===== src/rtl/biu_pkg.sv =====
// biu_pkg: shared state encoding and S1/S0 status codes for the multiplexed bus controller
package biu_pkg;
  typedef enum logic [2:0] {IDLE, T1, T2, TW, T3, THOLD} biu_state_t;
  localparam logic [1:0] S_FETCH = 2'b11;
  localparam logic [1:0] S_READ  = 2'b10;
  localparam logic [1:0] S_WRITE = 2'b01;
  localparam logic [1:0] S_IDLE  = 2'b00;
  // a write wins over the fetch flag, so a fetch+write request reports as a write
  function automatic logic [1:0] status_of(input logic write, input logic fetch);
    return write ? S_WRITE : fetch ? S_FETCH : S_READ;
  endfunction
endpackage


===== src/rtl/mux_bus_controller_if.sv =====
// mux_bus_controller_if: core request/response plus external pad signals of the bus controller
interface mux_bus_controller_if #(parameter int AW = 16, parameter int DW = 8);
  logic req_valid, req_ready, req_write, req_io, req_fetch;
  logic [AW-1:0] req_addr;
  logic [DW-1:0] req_wdata;
  logic rsp_valid, rsp_err;
  logic [DW-1:0] rsp_rdata;
  logic ready, hold, hlda, bus_float;
  logic [AW-DW-1:0] haddress;
  logic [DW-1:0] ad_out, ad_in;
  logic ad_oe, ale, rdn, wrn, iomn, s1, s0;
  modport master (
    input  req_valid, req_addr, req_wdata, req_write, req_io, req_fetch, ready, hold, ad_in,
    output req_ready, rsp_valid, rsp_rdata, rsp_err, hlda, bus_float, haddress,
           ad_out, ad_oe, ale, rdn, wrn, iomn, s1, s0
  );
  modport slave (
    output req_valid, req_addr, req_wdata, req_write, req_io, req_fetch, ready, hold, ad_in,
    input  req_ready, rsp_valid, rsp_rdata, rsp_err, hlda, bus_float, haddress,
           ad_out, ad_oe, ale, rdn, wrn, iomn, s1, s0
  );
endinterface


===== src/rtl/biu_wait_ctr.sv =====
// biu_wait_ctr: counts TW cycles after T2; forced waits first, then READY waits up to the timeout
module biu_wait_ctr #(
  parameter int WAIT_STATES = 0,
  parameter int MAX_WAIT    = 0
) (
  input  logic clk,
  input  logic resetn_in,
  input  logic load,
  input  logic active,
  input  logic ready,
  output logic done,
  output logic timeout
);
  localparam int LIM = WAIT_STATES + MAX_WAIT;
  localparam int CW  = $clog2(LIM + 2);
  logic [CW-1:0] cnt;
  logic forced;
  always_comb begin
    forced  = int'(cnt) < WAIT_STATES;
    timeout = MAX_WAIT != 0 && !forced && int'(cnt) == LIM;
    done    = !forced && (ready || timeout);
  end
  // saturates at LIM, which is also where an unbounded wait parks
  always_ff @(posedge clk)
    if (!resetn_in || load) cnt <= '0;
    else if (active && !done && int'(cnt) != LIM) cnt <= cnt + CW'(1);
endmodule


===== src/rtl/mux_bus_controller.sv =====
// mux_bus_controller: turns single-beat core requests into T1/T2/[TW]/T3 machine cycles with HOLD/HLDA
module mux_bus_controller
  import biu_pkg::*;
#(
  parameter int AW          = 16,
  parameter int DW          = 8,
  parameter int WAIT_STATES = 0,
  parameter int MAX_WAIT    = 0
) (
  input logic clk,
  input logic resetn_in,
  mux_bus_controller_if.master bus
);
  biu_state_t state;
  logic [AW-1:0] addr;
  logic [DW-1:0] wdata;
  logic write, io, fetch, err;
  logic accept, in_wait, done, timeout, busy, strobe;
  assign accept  = bus.req_valid && bus.req_ready;
  assign in_wait = state == T2 || state == TW;
  biu_wait_ctr #(.WAIT_STATES(WAIT_STATES), .MAX_WAIT(MAX_WAIT)) u_wait (
    .clk(clk), .resetn_in(resetn_in), .load(state == T1), .active(in_wait),
    .ready(bus.ready), .done(done), .timeout(timeout)
  );
  always_ff @(posedge clk) begin
    if (!resetn_in) begin
      state         <= IDLE;
      addr          <= '0;
      wdata         <= '0;
      write         <= 1'b0;
      io            <= 1'b0;
      fetch         <= 1'b0;
      err           <= 1'b0;
      bus.rsp_valid <= 1'b0;
      bus.rsp_rdata <= '0;
      bus.rsp_err   <= 1'b0;
    end else begin
      bus.rsp_valid <= state == T3;
      if (state == T3) begin
        bus.rsp_rdata <= write ? '0 : bus.ad_in;
        bus.rsp_err   <= err;
      end
      if (accept) begin
        addr  <= bus.req_addr;
        wdata <= bus.req_wdata;
        write <= bus.req_write;
        io    <= bus.req_io;
        fetch <= bus.req_fetch;
        err   <= 1'b0;
      end
      case (state)
        IDLE, T3: state <= bus.hold ? THOLD : accept ? T1 : IDLE;
        T1:       state <= T2;
        T2, TW: begin
          state <= done ? T3 : TW;
          if (done && timeout && !bus.ready) err <= 1'b1;
        end
        THOLD:    state <= bus.hold ? THOLD : IDLE;
        default:  state <= IDLE;
      endcase
    end
  end
  // pins are a pure decode of state and the latched request
  always_comb begin
    busy          = state inside {T1, T2, TW, T3};
    strobe        = state inside {T2, TW, T3};
    bus.req_ready = (state == IDLE || state == T3) && !bus.hold;
    bus.ale       = state == T1;
    bus.rdn       = !(strobe && !write);
    bus.wrn       = !(strobe && write);
    bus.ad_oe     = state == T1 || (strobe && write);
    bus.ad_out    = state == T1 ? addr[DW-1:0] : wdata;
    bus.haddress  = busy ? addr[AW-1:DW] : '0;
    bus.iomn      = busy && io;
    {bus.s1, bus.s0} = busy ? status_of(write, fetch) : S_IDLE;
    bus.hlda      = state == THOLD;
    bus.bus_float = state == THOLD;
  end
endmodule


===== src/flat_wrapper.sv =====
// flat-port wrapper written by rule: the top's interface ports become plain ports
module mux_bus_controller_flat import biu_pkg::*;
#(
  parameter int AW          = 16,
  parameter int DW          = 8,
  parameter int WAIT_STATES = 0,
  parameter int MAX_WAIT    = 0
)
  (clk, resetn_in, bus_req_valid, bus_req_addr, bus_req_wdata, bus_req_write, bus_req_io, bus_req_fetch, bus_ready, bus_hold, bus_ad_in, bus_req_ready, bus_rsp_valid, bus_rsp_rdata, bus_rsp_err, bus_hlda, bus_bus_float, bus_haddress, bus_ad_out, bus_ad_oe, bus_ale, bus_rdn, bus_wrn, bus_iomn, bus_s1, bus_s0);
  mux_bus_controller_if #(.AW(AW), .DW(DW)) bus_i ();
  input logic clk;
  input logic resetn_in;
  input wire logic [$bits(bus_i.req_valid)-1:0] bus_req_valid;
  input wire logic [$bits(bus_i.req_addr)-1:0] bus_req_addr;
  input wire logic [$bits(bus_i.req_wdata)-1:0] bus_req_wdata;
  input wire logic [$bits(bus_i.req_write)-1:0] bus_req_write;
  input wire logic [$bits(bus_i.req_io)-1:0] bus_req_io;
  input wire logic [$bits(bus_i.req_fetch)-1:0] bus_req_fetch;
  input wire logic [$bits(bus_i.ready)-1:0] bus_ready;
  input wire logic [$bits(bus_i.hold)-1:0] bus_hold;
  input wire logic [$bits(bus_i.ad_in)-1:0] bus_ad_in;
  output wire logic [$bits(bus_i.req_ready)-1:0] bus_req_ready;
  output wire logic [$bits(bus_i.rsp_valid)-1:0] bus_rsp_valid;
  output wire logic [$bits(bus_i.rsp_rdata)-1:0] bus_rsp_rdata;
  output wire logic [$bits(bus_i.rsp_err)-1:0] bus_rsp_err;
  output wire logic [$bits(bus_i.hlda)-1:0] bus_hlda;
  output wire logic [$bits(bus_i.bus_float)-1:0] bus_bus_float;
  output wire logic [$bits(bus_i.haddress)-1:0] bus_haddress;
  output wire logic [$bits(bus_i.ad_out)-1:0] bus_ad_out;
  output wire logic [$bits(bus_i.ad_oe)-1:0] bus_ad_oe;
  output wire logic [$bits(bus_i.ale)-1:0] bus_ale;
  output wire logic [$bits(bus_i.rdn)-1:0] bus_rdn;
  output wire logic [$bits(bus_i.wrn)-1:0] bus_wrn;
  output wire logic [$bits(bus_i.iomn)-1:0] bus_iomn;
  output wire logic [$bits(bus_i.s1)-1:0] bus_s1;
  output wire logic [$bits(bus_i.s0)-1:0] bus_s0;
  assign bus_i.req_valid = bus_req_valid;
  assign bus_i.req_addr = bus_req_addr;
  assign bus_i.req_wdata = bus_req_wdata;
  assign bus_i.req_write = bus_req_write;
  assign bus_i.req_io = bus_req_io;
  assign bus_i.req_fetch = bus_req_fetch;
  assign bus_i.ready = bus_ready;
  assign bus_i.hold = bus_hold;
  assign bus_i.ad_in = bus_ad_in;
  assign bus_req_ready = bus_i.req_ready;
  assign bus_rsp_valid = bus_i.rsp_valid;
  assign bus_rsp_rdata = bus_i.rsp_rdata;
  assign bus_rsp_err = bus_i.rsp_err;
  assign bus_hlda = bus_i.hlda;
  assign bus_bus_float = bus_i.bus_float;
  assign bus_haddress = bus_i.haddress;
  assign bus_ad_out = bus_i.ad_out;
  assign bus_ad_oe = bus_i.ad_oe;
  assign bus_ale = bus_i.ale;
  assign bus_rdn = bus_i.rdn;
  assign bus_wrn = bus_i.wrn;
  assign bus_iomn = bus_i.iomn;
  assign bus_s1 = bus_i.s1;
  assign bus_s0 = bus_i.s0;
  mux_bus_controller #(.AW(AW), .DW(DW), .WAIT_STATES(WAIT_STATES), .MAX_WAIT(MAX_WAIT)) u_core (.clk(clk), .resetn_in(resetn_in), .bus(bus_i));
endmodule

===== config.mk =====
export PLATFORM = sky130hd
export DESIGN_NAME = mux_bus_controller_flat
export DESIGN_NICKNAME = d
export VERILOG_FILES = /design/src/rtl/biu_pkg.sv /design/src/rtl/mux_bus_controller_if.sv /design/src/rtl/biu_wait_ctr.sv /design/src/rtl/mux_bus_controller.sv /design/src/flat_wrapper.sv
export SDC_FILE = /design/constraint.sdc
export NUM_CORES = 1
export LEC_CHECK = 0
export ABC_AREA = 1
export CAP_MARGIN = 25
export CORE_AREA = 3 3 83 85
export CTS_CLUSTER_SIZE = 24
export DETAILED_ROUTE_END_ITERATION = 16
export DIE_AREA = 0 0 86 88
export PLACE_DENSITY = 0.72
export SLEW_MARGIN = 20
export SYNTH_ARGS = -nofsm -noshare
export SYNTH_HDL_FRONTEND = slang
export SYNTH_SLANG_ARGS = --single-unit

===== constraint.sdc =====
create_clock -name clk -period 2.8 [get_ports clk]
set_clock_uncertainty 0.05 [all_clocks]
set_input_delay 0.42 -clock clk [delete_from_list [all_inputs] [get_ports clk]]
set_output_delay 0.42 -clock clk [all_outputs]
set_load 0.03 [all_outputs]

==> results of run 1 <==
[routing by layer]
layer  share of wire  up-vias
li1                -     1146
met1            0.45      933
met2            0.46       64
met3           0.069        6
met4           0.011        0
met5               0        -
[worst max-delay path by stage]
stage / endpoint
floorplan: bus_ad_out[0]
global placement: bus_req_ready
detailed placement: bus_req_ready
CTS: bus_ad_out[5]
global route: bus_ad_out[2]
finish: bus_ad_out[5]
[state kept, by name (all words and copies together) (netlist names)]
| register | flops |
|---|---|
| u_core.bus.rsp_valid | 1 |
| u_core.io | 1 |
| u_core.state | 3 |
| u_core.fetch | 1 |
| u_core.addr | 16 |
| u_core.wdata | 8 |
| u_core.bus.rsp_rdata | 8 |
| u_core.write | 1 |
[worst max-delay path, delay by kind of cell (launching register included)]
kind,cells,cell delay [ps]
compound gates,1,90
flops,1,460
buf+inv,3,1040
simple gates,2,160
[kinds of logic after synthesis]
logic type | share of synthesized area
and+or+nand+nor | 0.356
buffers and inverters | 0.239
DFF | 0.364
AOI/OAI and AO/OA | 0.0397
other | 0.00175
[cells in the mapped netlist, drive strengths merged]
library cell,instances,area share
a21oi,1,0.0023
inv,101,0.18
clkbuf,1,0.0017
nand2,93,0.16
conb,1,0.0017
dfxtp,39,0.36
nand3,15,0.049
nor3,1,0.0023
buf,20,0.060
nand4,27,0.079
o21ai,16,0.037
nor2,33,0.061
[final cells by class]
type                            count  area (um2)  area share
Clock buffer                        6        82.6      0.0275
Clock inverter                      2        35.0      0.0117
Inverter                          101         379       0.126
Multi-Input combinational cell    187         851       0.284
Sequential cell                    39         781       0.260
Tap cell                           77        96.3      0.0321
Timing Repair Buffer               82         773       0.258
[power by group]
part,internal (mW),total (mW),switching [mW]
Combinational,0.194,0.484,0.290
Clock,0.288,0.483,0.194
Sequential,0.599,0.624,0.0249
==> results.toml, run 1 <==
[status]
status = "complete, no violations"

[global_routing]
antenna_found_initial = 0
met2_usage = 0.254
grt.overflow.total = 0
grt-busiest-layer = "met2"
grt_pass1_vias = 2007
use_met3 = 0.0405
grt_max_degree = 32
grt_usage = 0.148
grt_pass1_wl_um = 9090
use_met1 = 0.182

[min_path]
holdPathStages = 2
whs_endpoint = "u_core.bus.rsp_rdata[6]"
hp-start = "u_core.bus.rsp_rdata[6]"
min_path_type = "flop to flop"

[timing]
slew_violations = 0
hold-worst-slack_ps = 440
finalSetupTns_ps = 0
grt_setup_unrepaired = "no"
min_period_ps = 2500
setup_ws_ps = 295
setup_violations = 0
fmax_mhz = 399
hold_viol = 0
fin_crit_sh = 0.895

[floorplan]
start_util = 0.341
placementRows = 29
die_width_um = 86
core_um2 = 6280
die-area_um2 = 7570
die_h_um = 88
io_pins = 76

[finish]
nFillCells = 649
fin_util = 0.478
antenna_cells = 0
areaGrowthSynthToFinish_pct = 39.9
finalNetCount = 456
final_cells = 494
layout_commonest_cell = "inv_1"
layout-drive-gt1-share = 0.0791
layout_common_cells = "inv_1, nand2_1, clkdlybuf4s50_1"
post-route-cell-area_um2 = 3000

[clock_network]
cts_hold_buf = 0
clock_sinks = 39
clockRootBuffer = "clkbuf_8"
postCtsSetupRepairBufs = 0
cts_tree = "yes"
ctsLongestPathBuffers = 2
clkLatencyLatePin_ps = 290
cts_buffers = 5
clk_pin_slew_worst_paths_ps = 80
post_cts_resized = 0
cts-htree-levels = 2

[detailed_routing]
antenna_left = 0
post-route-drc-count = 0
drt_pass1_iterations = 4
avgRoutedWirePerCell_um = 10.7
first_iter_violations = 133
vias = 2149
vias_per_cell = 4.35
drt_wl_total_um = 5310

[yosys]
syn_nets = 388
yosysUniqueCellTypes = 20
yosysSeqAreaShare = 0.364
syn_inst = 348
ys_warn_count = 0
syn_area_per_cell_um2 = 6.16
synth.cell_area_um2 = 2140
yosys_register_bits = 39

[setup_path]
cp-start-kind = "flop"
path_max_fanout = 20
slowest_stage = "clkdlybuf4s50_1"
cp.arrival_ps = 2030
r2r_start = "u_core.state[1]"
reg2reg_slack_ps = 1170
end_kind = "output port"
crit_start = "u_core.state[1]"
worst_r2r_endpoint = "u_core.addr[5]"
slowest_delay_ps = 710
crit_required_ps = 2330
reg2reg_depth = 6
path_cells = "inv_1 > nand3_1 > buf_4 > nand2_1 > o21ai_0 > clkdlybuf4s50_1"
path_class = "flop to output port"

[pwr]
report.power.total_mw = 1.59
ir_drop_mv = 0.220
powerDensity_nw_per_um2 = 531
leakagePower_nw = 1.62

[place]
dp_cells = 486
dp_slack_ps = 527
port_buffers = 74
dpl-instance-area_um2 = 2880
routabilityCongestion = 0.768
hpwl_um = 3950

[run]
max-cap-violations = 0
Note: power is estimated with default switching activity, not from simulation.
==> inputs of run 2 (changes only) <==
--- a/config.mk
+++ b/config.mk
@@ -7,11 +7,12 @@
 export LEC_CHECK = 0
 export ABC_AREA = 1
 export CAP_MARGIN = 25
-export CORE_AREA = 3 3 83 85
+export CORE_AREA = 3 3 70 72
+export CTS_BUF_LIST = sky130_fd_sc_hd__clkbuf_8
 export CTS_CLUSTER_SIZE = 24
 export DETAILED_ROUTE_END_ITERATION = 16
-export DIE_AREA = 0 0 86 88
-export PLACE_DENSITY = 0.72
+export DIE_AREA = 0 0 73 75
+export PLACE_DENSITY = 0.94
 export SLEW_MARGIN = 20
 export SYNTH_ARGS = -nofsm -noshare
 export SYNTH_HDL_FRONTEND = slang
==> results.toml, run 2 (synthesis results as in run 1) <==
[status]
status = "complete, no violations"

[finish]
antenna_cells = 0
largest_register = "u_core.addr"
largest_reg_flops = 16
layout_common_cells = "inv_1, nand2_1, clkdlybuf4s50_1"
layout_commonest_cell = "inv_1"
finalNetCount = 454
layout-drive-gt1-share = 0.0678
areaGrowthSynthToFinish_pct = 35.6
top_regs = "u_core.addr (16), u_core.bus.rsp_rdata (8), u_core.wdata (8)"

[setup_path]
cp.arrival_ps = 2040
path_class = "flop to output port"
worst_r2r_endpoint = "u_core.wdata[0]"
reg2reg_slack_ps = 1140
path_buf_inv = 3
slowest_delay_ps = 710
crit_required_ps = 2330
r2r_start = "u_core.state[1]"
cp-start-kind = "flop"
end_kind = "output port"
reg2reg_depth = 6
path_cells = "inv_1 > nand3_1 > buf_4 > nand2_1 > o21ai_0 > clkdlybuf4s50_1"
path_max_fanout = 20
cp.depth = 6
crit_family = "buffers and inverters"
slowest_stage = "clkdlybuf4s50_1"

[clock_network]
cts-htree-levels = 2
post_cts_resized = 0
cts_buffers = 5
clockRootBuffer = "clkbuf_8"
clk_pin_slew_worst_paths_ps = 70
postCtsSetupRepairBufs = 0
cts_tree = "yes"
clock_sinks = 39
cts_hold_buf = 0
clkLatencyLatePin_ps = 290
ctsLongestPathBuffers = 2

[timing]
fin_crit_sh = 0.897
finalSetupTns_ps = 0
min_period_ps = 2510
grt_setup_unrepaired = "no"
hold_viol = 0
slew_violations = 0
hold-worst-slack_ps = 442
fmax_mhz = 398
setup_violations = 0

[pwr]
powerDensity_nw_per_um2 = 498
ir_drop_mv = 0.295
report.power.total_mw = 1.45
leakagePower_nw = 1.59

[detailed_routing]
antenna_left = 0
avgRoutedWirePerCell_um = 11.2
vias_per_cell = 4.68
first_iter_violations = 114
post-route-drc-count = 0
drt_wl_total_um = 5210
vias = 2174
drt_pass1_iterations = 4

[global_routing]
grt_usage = 0.197
grt.overflow.total = 0
grt_pass1_vias = 1974
antenna_found_initial = 0
grt_pass1_wl_um = 8430
grt_max_degree = 32

[place]
port_buffers = 74
hpwl_um = 3820
routabilityCongestion = 0.788

[min_path]
hp-start = "u_core.bus.rsp_rdata[2]"
holdPathStages = 2
min_path_type = "flop to flop"
whs_endpoint = "u_core.bus.rsp_rdata[2]"

[floorplan]
io_pins = 76
die-area_um2 = 5480
die_width_um = 73
start_util = 0.492
core_um2 = 4350
die_h_um = 75
placementRows = 24

[run]
max-cap-violations = 0
run 2: changes by cell type in the layout (fill, tap and decap cells not counted):
cell	delta
clkbuf_8	-1
inv_1	+1
bufinv_16	-1
clkinv_2	-1
buf_4	-2
run 2: stage by stage:
step | setup WS, ps | cell area, um2 | util | cells
5_1_grt | 145 | 2910 | 0.668 | 465
3_5_place_dp | 595 | 2830 | 0.651 | 459
2_1_floorplan | 948 | 2140 | - | 348
3_3_place_gp | 587 | 2830 | 0.651 | 459
6_report | 290 | 2910 | 0.668 | 465
4_1_cts | 281 | 2910 | 0.668 | 465
run 2: worst max path at each step:
stage / from / to / slack, ps
global placement: bus_hold / bus_req_ready / 590
detailed placement: bus_hold / bus_req_ready / 590
finish: u_core.state[1] / bus_ad_out[3] / 290
CTS: u_core.state[1] / bus_ad_out[3] / 280
global route: u_core.state[1] / bus_ad_out[2] / 150
floorplan: u_core.state[2] / bus_ad_out[0] / 950
run 2: power by group:
| part | internal [mW] | leakage, nW | total [mW] | switching, mW |
|---|---|---|---|---|
| logic | 0.192 | 1.23 | 0.480 | 0.288 |
| clock network | 0.162 | 0.0413 | 0.343 | 0.180 |
| registers | 0.599 | 0.320 | 0.626 | 0.0266 |
run 2: area by class of cell:
class | count | area, um2
clock inverter | 1 | 3.75
clock buffer | 5 | 68.8
tap | 52 | 65.1
multi-input combinational | 187 | 851
sequential | 39 | 781
timing repair buffer | 80 | 758
inverter | 101 | 379
fill | 392 | 1450
run 2: routing by layer:
| metal | vias to the layer above | global-route usage | routed length [um] |
|---|---|---|---|
| met5 | - | 0 | 0 |
| met4 | 0 | 0.0840 | 75 |
| met1 | 953 | 0.235 | 2190 |
| met2 | 68 | 0.346 | 2620 |
| li1 | 1145 | - | - |
| met3 | 8 | 0.0360 | 328 |
run 2: worst reg2reg max path: stages (launching register included):
cell     delay, ps
dfxtp_1        390
nor2_4         160
buf_4          340
nand3_4        350
nand2_1        140
inv_1           40
nor2_1         120
